==> src/rtl/ofm_collector.sv <==
// Output-feature-map collector: turns the dual-row band/tile ofm stream back into
// linear CHW addresses for two memory write ports, dropping padding pixels.
module ofm_collector #(
  parameter int DATA_W  = 25,
  parameter int TILE_W  = 16,
  parameter int TILE_H  = 5,
  parameter int TILES_X = 4,
  parameter int N_BANDS = 13,
  parameter int OFM_H   = 61,
  parameter int OFM_W   = 61,
  parameter int CH_GRP  = 8,
  parameter int CFG_W   = 2,
  parameter int ADDR_W  = 18
) (
  input  logic              clk,
  input  logic              rst_n,
  input  logic              start,
  input  logic [CFG_W-1:0]  cfg_co,
  input  logic [DATA_W-1:0] ofm_port0,
  input  logic [DATA_W-1:0] ofm_port1,
  input  logic              ofm_port0_v,
  input  logic              ofm_port1_v,
  output logic              wr0_en,
  output logic [ADDR_W-1:0] wr0_addr,
  output logic [DATA_W-1:0] wr0_data,
  output logic              wr1_en,
  output logic [ADDR_W-1:0] wr1_addr,
  output logic [DATA_W-1:0] wr1_data,
  output logic              ch_done,
  output logic [7:0]        ch_idx,
  output logic              busy,
  output logic              done,
  output logic              err
);
  localparam int CW  = (TILE_W  > 1) ? $clog2(TILE_W)  : 1;
  localparam int RW  = (TILE_H  > 1) ? $clog2(TILE_H)  : 1;
  localparam int XW  = (TILES_X > 1) ? $clog2(TILES_X) : 1;
  localparam int BW  = (N_BANDS > 1) ? $clog2(N_BANDS) : 1;
  localparam int RW1 = RW + 1;
  localparam logic [CW-1:0]  COL_MAX  = CW'(TILE_W - 1);
  localparam logic [RW-1:0]  RIB_MAX  = RW'(TILE_H - 1);
  localparam logic [RW1-1:0] RIB_LIM  = RW1'(TILE_H);
  localparam logic [XW-1:0]  TX_MAX   = XW'(TILES_X - 1);
  localparam logic [BW-1:0]  BAND_MAX = BW'(N_BANDS - 1);

  typedef enum logic [1:0] {IDLE, COLLECT, DONE} state_t;
  typedef struct packed {
    logic              en;
    logic [ADDR_W-1:0] addr;
    logic [DATA_W-1:0] data;
  } wr_t;

  state_t state_q, state_d;
  logic [CW-1:0]  col;
  logic [RW-1:0]  rib;
  logic [XW-1:0]  tx;
  logic [BW-1:0]  band;
  logic [7:0]     ch, ch_last;
  wr_t [1:0]      wr_q, wr_d;

  logic beat, dual, drop1, adv2, arm;
  logic col_wrap, rib_wrap, tx_wrap, band_wrap, ch_wrap;
  logic [RW1-1:0] rib_sum;
  logic [ADDR_W-1:0] row_a, col_a, base;
  logic [1:0] port_v;
  logic [1:0][DATA_W-1:0] port_d;

  // A dual beat on the last band row has no partner row; only port0 is kept.
  assign arm      = start && (state_q != COLLECT);
  assign beat     = (state_q == COLLECT) && ofm_port0_v;
  assign dual     = beat && ofm_port1_v;
  assign drop1    = dual && (rib == RIB_MAX);
  assign adv2     = dual && !drop1;
  assign rib_sum  = {1'b0, rib} + (adv2 ? RW1'(2) : RW1'(1));
  assign col_wrap  = (col == COL_MAX);
  assign rib_wrap  = col_wrap && (rib_sum >= RIB_LIM);
  assign tx_wrap   = rib_wrap && (tx == TX_MAX);
  assign band_wrap = tx_wrap && (band == BAND_MAX);
  assign ch_wrap   = band_wrap && (ch == ch_last);

  assign row_a  = ADDR_W'(band) * ADDR_W'(TILE_H) + ADDR_W'(rib);
  assign col_a  = ADDR_W'(tx) * ADDR_W'(TILE_W) + ADDR_W'(col);
  assign base   = ADDR_W'(ch) * ADDR_W'(OFM_H * OFM_W) + row_a * ADDR_W'(OFM_W) + col_a;
  assign port_v = {adv2, beat};
  assign port_d = {ofm_port1, ofm_port0};

  always_comb begin
    wr_d = '0;
    for (int p = 0; p < 2; p++) begin
      wr_d[p].en   = port_v[p] && ((row_a + ADDR_W'(p)) < ADDR_W'(OFM_H)) &&
                     (col_a < ADDR_W'(OFM_W));
      wr_d[p].addr = base + ADDR_W'(p * OFM_W);
      wr_d[p].data = port_d[p];
    end
  end

  always_ff @(posedge clk) begin
    if (!rst_n) state_q <= IDLE;
    else        state_q <= state_d;
  end

  always_comb begin
    state_d = state_q;
    case (state_q)
      IDLE, DONE: if (start) state_d = COLLECT;
      COLLECT:    if (beat && ch_wrap) state_d = DONE;
      default:    state_d = IDLE;
    endcase
  end

  always_comb begin
    busy = (state_q == COLLECT);
    done = (state_q == DONE);
  end

  always_ff @(posedge clk) begin
    if (!rst_n) begin
      wr_q    <= '0;
      ch_done <= 1'b0;
      err     <= 1'b0;
      col     <= '0;
      rib     <= '0;
      tx      <= '0;
      band    <= '0;
      ch      <= '0;
      ch_last <= '0;
    end else begin
      wr_q    <= wr_d;
      ch_done <= beat && band_wrap;
      if (arm) begin
        col     <= '0;
        rib     <= '0;
        tx      <= '0;
        band    <= '0;
        ch      <= '0;
        err     <= 1'b0;
        ch_last <= 8'((int'(cfg_co) + 1) * CH_GRP - 1);
      end else if (state_q == COLLECT) begin
        if ((ofm_port1_v && !ofm_port0_v) || drop1) err <= 1'b1;
        if (beat) begin
          col <= col_wrap ? '0 : col + 1'b1;
          if (col_wrap)  rib  <= rib_wrap ? '0 : rib_sum[RW-1:0];
          if (rib_wrap)  tx   <= tx_wrap ? '0 : tx + 1'b1;
          if (tx_wrap)   band <= band_wrap ? '0 : band + 1'b1;
          if (band_wrap) ch   <= ch_wrap ? '0 : ch + 1'b1;
        end
      end
    end
  end

  assign wr0_en   = wr_q[0].en;
  assign wr0_addr = wr_q[0].addr;
  assign wr0_data = wr_q[0].data;
  assign wr1_en   = wr_q[1].en;
  assign wr1_addr = wr_q[1].addr;
  assign wr1_data = wr_q[1].data;
  assign ch_idx   = ch;
endmodule
==> config.mk <==
export PLATFORM = sky130hd
export DESIGN_NAME = ofm_collector
export DESIGN_NICKNAME = d
export VERILOG_FILES = /design/src/rtl/ofm_collector.sv
export SDC_FILE = /design/constraint.sdc
export NUM_CORES = 1
export LEC_CHECK = 0
export ABC_AREA = 1
export ABC_CLOCK_PERIOD_IN_PS = 6300
export BUFFER_PORTS_ARGS = -buffer_cell sky130_fd_sc_hd__buf_2
export CORE_AREA = 2 2 129 131
export CTS_BUF_LIST = sky130_fd_sc_hd__clkbuf_16
export DETAILED_ROUTE_END_ITERATION = 10
export DIE_AREA = 0 0 131 133
export GPL_ROUTABILITY_DRIVEN = 0
export PLACE_DENSITY = 0.76
export SETUP_SLACK_MARGIN = 0.2
export SLEW_MARGIN = 20
export SYNTH_ARGS = -nofsm -noshare
export SYNTH_HDL_FRONTEND = slang
export SYNTH_SLANG_ARGS = --single-unit
==> constraint.sdc <==
create_clock -name clk -period 6.3 [get_ports clk]
set_input_delay 1.26 -clock clk [delete_from_list [all_inputs] [get_ports clk]]
set_output_delay 1.26 -clock clk [all_outputs]
set_load 0.005 [all_outputs]
Word level (Yosys, flattened, before mapping)
Index checks and enable logic that the tools add are counted.
{ "op_classes": {"add_sub_neg": 13, "mul": 3, "order_cmp": 4, "eq_ne": 10, "n_mux": 9, "n_bitwise": 1, "n_reduce_logical": 29} }
{ "ops": {"columns": ["operator", "count"], "rows": [
  ["$add A18 B14 Y18", 1],
  ["$add A18 B6 Y18 const B", 1],
  ["$add A18 B7 Y18", 1],
  ["$mul A8 B12 Y18 const B", 1],
  ["$logic_and A1 B1 Y1", 16],
  ["$mul A8 B6 Y14 const B", 1],
  ["$reduce_and A3 Y1", 4],
  ["$add A8 B1 Y9 const B", 1],
  ["$lt A9 B6 Y1 const B", 1],
  ["$add A4 B1 Y4 const B", 2],
  ["$add A7 B3 Y8", 1],
  ["$add A8 B1 Y8 const B", 1],
  ["$eq A4 B4 Y1 const B", 2],
  ["$eq A8 B8 Y1", 1],
  ["$lt A8 B6 Y1 const B", 1],
  ["$mux W2", 4],
  ["$mux W4", 2],
  ["$mux W8", 1],
  ["$add A6 B4 Y7", 1],
  ["$lt A7 B6 Y1 const B", 1],
  ["$mul A4 B3 Y7 const B", 1],
  ["$sub A6 B1 Y7 const B", 1],
  ["$reduce_and A2 Y1", 3],
  ["$add A3 B2 Y4", 1],
  ["other kinds (15)", 19]
]} }
{ "word_totals": {"register_bits": 121, "inputBits": 57, "output_inout_bits": 100, "elab_cells": 84} }

Depth between registers and ports, before layout
{ "depth": {"depth_word": 16, "depth_mapped": 35, "mapped_depth_nobuf": 35} }

Worst setup path before layout
No wires, ideal clock.
{ "synth_timing": {"kind": "register -> register", "startpoint": "reg band[2]", "endpoint": "reg wr_q (netlist bit wr1_addr[16])", "setup_time_ps": 116, "arrival_ps": 6328, "required_time_ps": 6184, "path_slack_ps": -144, "path_stages_with_launch": 33, "path_buffers": 0, "period_less_slack_ps": 6444, "cell_sequence": "dfxtp_1 ha_1 ha_1 inv_1 fa_1 inv_1 a21oi_1 o21ai_2 xor2_2 xor2_1 fa_1 fa_1 fa_1 inv_1 fa_1 inv_1 fa_1 inv_1 ha_1 nand2_1 nand2_1 inv_2 nand2_1 nand2_1 nand2_1 inv_2 nand2_2 nor2_4 nand2_2 nor2_4 nand3_2 nand2_1 o21ai_1"} }
{ "synth_between": {"elab_chain_cells": 6} }
{ "synth_rtl": {"columns": ["item", "line_no", "source"], "rows": [
  ["from (decl)", "57", "logic [BW-1:0] band;"],
  ["from (signal assigned)", "144", "if (tx_wrap) band <= band_wrap ? '0 : band + 1'b1;"],
  ["$mul A4 B3 Y7", "81", "assign row_a = ADDR_W'(band) * ADDR_W'(TILE_H) + ADDR_W'(rib);"],
  ["$add A7 B3 Y8", "81", null],
  ["$mul A8 B6 Y14", "83", "assign base = ADDR_W'(ch) * ADDR_W'(OFM_H * OFM_W) + row_a * ADDR_W'(OFM_W) + col_a;"],
  ["$add A18 B14 Y18", "83", null],
  ["$add A18 B7 Y18", "83", null],
  ["$add A18 B6 Y18", "92", "wr_d[p].addr = base + ADDR_W'(p * OFM_W);"],
  ["to (signal assigned)", "128", "wr_q <= wr_d;"],
  ["to (decl)", "59", "wr_t [1:0] wr_q, wr_d;"]
]} }
No other way between the ends.
A chain may end at the register's enable or synchronous reset.

Worst setup path after layout
{ "layout_timing": {"startpoint": "reg band[1]", "endpoint": "reg wr_q (netlist bit wr1_addr[13])"} }
The elaborated chain is that of the path after synthesis.

==> out/metrics.yaml <==
clockRootBuffer: "clkbuf_16"
violations: "negative setup slack"
powerDensity_mw_per_mm2: 169
critPathCapture: "wr1_addr[13]"
netlist-cell-type-count: 43
relSlewSlack_pct: 37.6
hold_viol_final: 0
critPathMostFrequentCell: "ha_4"
io_pins: 157
critPathTopFamily: "adder cells"
synth_compound_area_share_pct: 5.06
critPathLaunch: "band[1]"
crit_type: "flip-flop to flip-flop"
synthFlopType: "dfxtp_1"
h-tree-depth: 4
synth-async-reset-ratio_pct: 0
r2r_start: "band[1]"
power.leakage_nw: 6.17
tns_ps: -53.4
rrSetupSlack_ps: -40
final_cell_mix: "inv_1 (230), nand2_1 (169), buf_2 (156)"
slowest_stage: "fa_1"
worstRegToRegCells: 32
final_core_util_pct: 66.8
final_common_cell: "inv_1"
ys_seq_elements: 117
syn_inst: 1010
nets: 1441
insertion_delay_ps: 430
drtAntennaViolNets: 0
fin_skew_ps: 19.6
synth_warnings: 0
critPathArrivalTime_ps: 6660
syn-num-nets: 1229
place.detailed.hpwl_microns: 14400
syn_to_final_growth_pct: 35.1
reg2reg_to: "wr1_addr[13]"
dr.pass1.iters: 5
synth-xor-area-share_pct: 2.59
cp_max_fo: 6
synthAdderAreaFrac_pct: 29.8
first_global_vias: 7175
port_buffers: 156
grt_pass1_wl_microns: 33200
cts_hold_buf: 0
path_clk_slew_ps: 60
row_count: 47
drc: 0
wl_microns: 21800
synthMuxAreaShare_pct: 0
path_buf_inv: 7
viasPerCell: 4.95
ir_worst_vdd_mv: 0.175
slowest_delay_ps: 560
required_ps: 6620
coreArea_sq_mm: 0.0162
die_y_microns: 133
synth_simple_gate_area_share_pct: 20.5
antenna_cells: 0
synth.yosys.seq_area_share_pct: 29.3
grt_usage_pct: 24.0
cts_sinks: 117
drt-wirelength-per-cell_microns: 15.0
dr_total_vias: 7209
hold_class: "flip-flop to flip-flop"
min_period_ps: 6340
overflow: 0
fmax_mhz: 158
antenna_found_initial: 0
setup-violations-final: 3
drtIter0Drc: 309
synth_area_sq_mm: 0.00800
rsz0062_at_grt: "true"
slew_viol_final: 0
synth_top_family_by_area: "adder cells"
cap_violations: 0
die-area_sq_mm: 0.0174
critPathLaunchType: "flip-flop"
status: "complete, but fails checks"
cp_num_cells: 32
initial_core_util_pct: 49.5
syn_area_per_cell_sq_um: 7.92
clockBufferDepth: 2
worst_pin_slew_ps: 932
cts_tree: "yes"
min_period_over_period_pct: 101
endpoint_kind: "flip-flop"
setup_slack_ps: -39.0
numCtsBuffers: 17
grt_max_degree: 68
synth_edf_count: 0
dp_slack_ps: -139
drive_gt1_share_pct: 33.6
die-width_microns: 131
## metal layers
layer | track usage (%) | vias up | share of wire, %
li1 | - | 3486 | -
met1 | 28.4 | 3434 | 39
met2 | 42.8 | 218 | 53
met3 | 5.22 | 71 | 4.3
met4 | 7.33 | 0 | 3.3
met5 | 0 | - | 0
## state kept, by name, indices dropped and copies added, names as in the netlist, 2 cells and up
| signal | flops |
|---|---|
| wr0_addr | 18 |
| wr1_addr | 18 |
| state_q | 2 |
| tx | 2 |
| rib | 3 |
| ch_idx | 8 |
| ch_last | 4 |
| band | 4 |
| col | 4 |
| wr1_data | 25 |
| wr0_data | 25 |
## synth_stat cells (2+ instances only)
cell type / instances / area [sq um]
nor2_2: 8 / 50.1
buf_2: 3 / 15.0
o21ai_1: 8 / 40.0
and2_1: 3 / 18.8
xnor2_1: 6 / 52.6
nand3_1: 38 / 190
nor3_2: 2 / 20.0
nor3_1: 4 / 20.0
buf_1: 2 / 7.51
fa_1: 48 / 961
a21oi_1: 39 / 195
inv_1: 244 / 916
nand4_1: 9 / 56.3
nor4_1: 2 / 12.5
nand3_2: 3 / 30.0
nor2_4: 4 / 45.0
nand2_4: 4 / 45.0
inv_2: 11 / 41.3
nor2_1: 59 / 221
nand2_2: 11 / 68.8
a21o_1: 2 / 15.0
nand2_1: 209 / 785
or2_2: 3 / 18.8
xor2_1: 14 / 123
clkbuf_1: 7 / 26.3
xor2_2: 2 / 32.5
a31oi_1: 4 / 25.0
ha_1: 114 / 1430
o21ai_0: 17 / 85.1
dfxtp_1: 117 / 2340
## stage by stage
stage / instance area [sq um] / total power, mW / std cells / hold slack [ps]
final: 10800 / 1.82 / 1455 / 454
after global routing: 10800 / 1.88 / 1455 / 472
after CTS: 10300 / 1.84 / 1442 / 447
after detailed placement: 9320 / 0.877 / 1396 / 438
after global placement: 9320 / 0.875 / 1396 / 431
after floorplan: 8150 / 0.827 / 1010 / 422
## area by class of cell
| cell class | count | area, sq um |
|---|---|---|
| Timing Repair Buffer | 206 | 1210 |
| Sequential cell | 117 | 2350 |
| Multi-Input combinational cell | 625 | 5420 |
| Clock inverter | 15 | 159 |
| Inverter | 255 | 965 |
| Clock buffer | 17 | 425 |
| Fill cell | 1191 | 5360 |
| Tap cell | 220 | 275 |
## report_power, final
| part | leakage [nW] | switching, mW | internal [mW] |
|---|---|---|---|
| registers | 0.962 | 0.00688 | 0.762 |
| logic | 4.92 | 0.0525 | 0.0400 |
| clock network | 0.285 | 0.401 | 0.561 |
## how the worst min path moves through the flow
stage                     from          to  slack [ps]  cells after the start
floorplan           ch_last[6]  ch_last[6]         420                      2
global placement    ch_last[6]  ch_last[6]         430                      2
detailed placement  ch_last[6]  ch_last[6]         440                      2
CTS                 ch_last[6]  ch_last[6]         450                      2
global route        ch_last[6]  ch_last[6]         470                      2
finish              ch_last[6]  ch_last[6]         450                      2
## logic make-up after synthesis
| group | Yosys count |
|---|---|
| fa+ha+maj | 162 |
| buf+inv | 268 |
| simple gates | 365 |
| flops | 117 |
| compound gates | 76 |
| xor+xnor | 22 |
## repair_timing
action,in CTS,in global routing
setup endpoints to repair,17,21
setup buffers,14,13
resized for setup,70,91
pin swaps,62,74
## worst register-to-register path: cells and delay by family, from the launching register on
family / cells / cell delay, ps
simple gates: 8 / 860
compound gates: 5 / 600
xor+xnor: 2 / 370
buf+inv: 7 / 490
fa+ha+maj: 10 / 3540
flops: 1 / 370
Note: power is estimated with default switching activity, not from simulation.
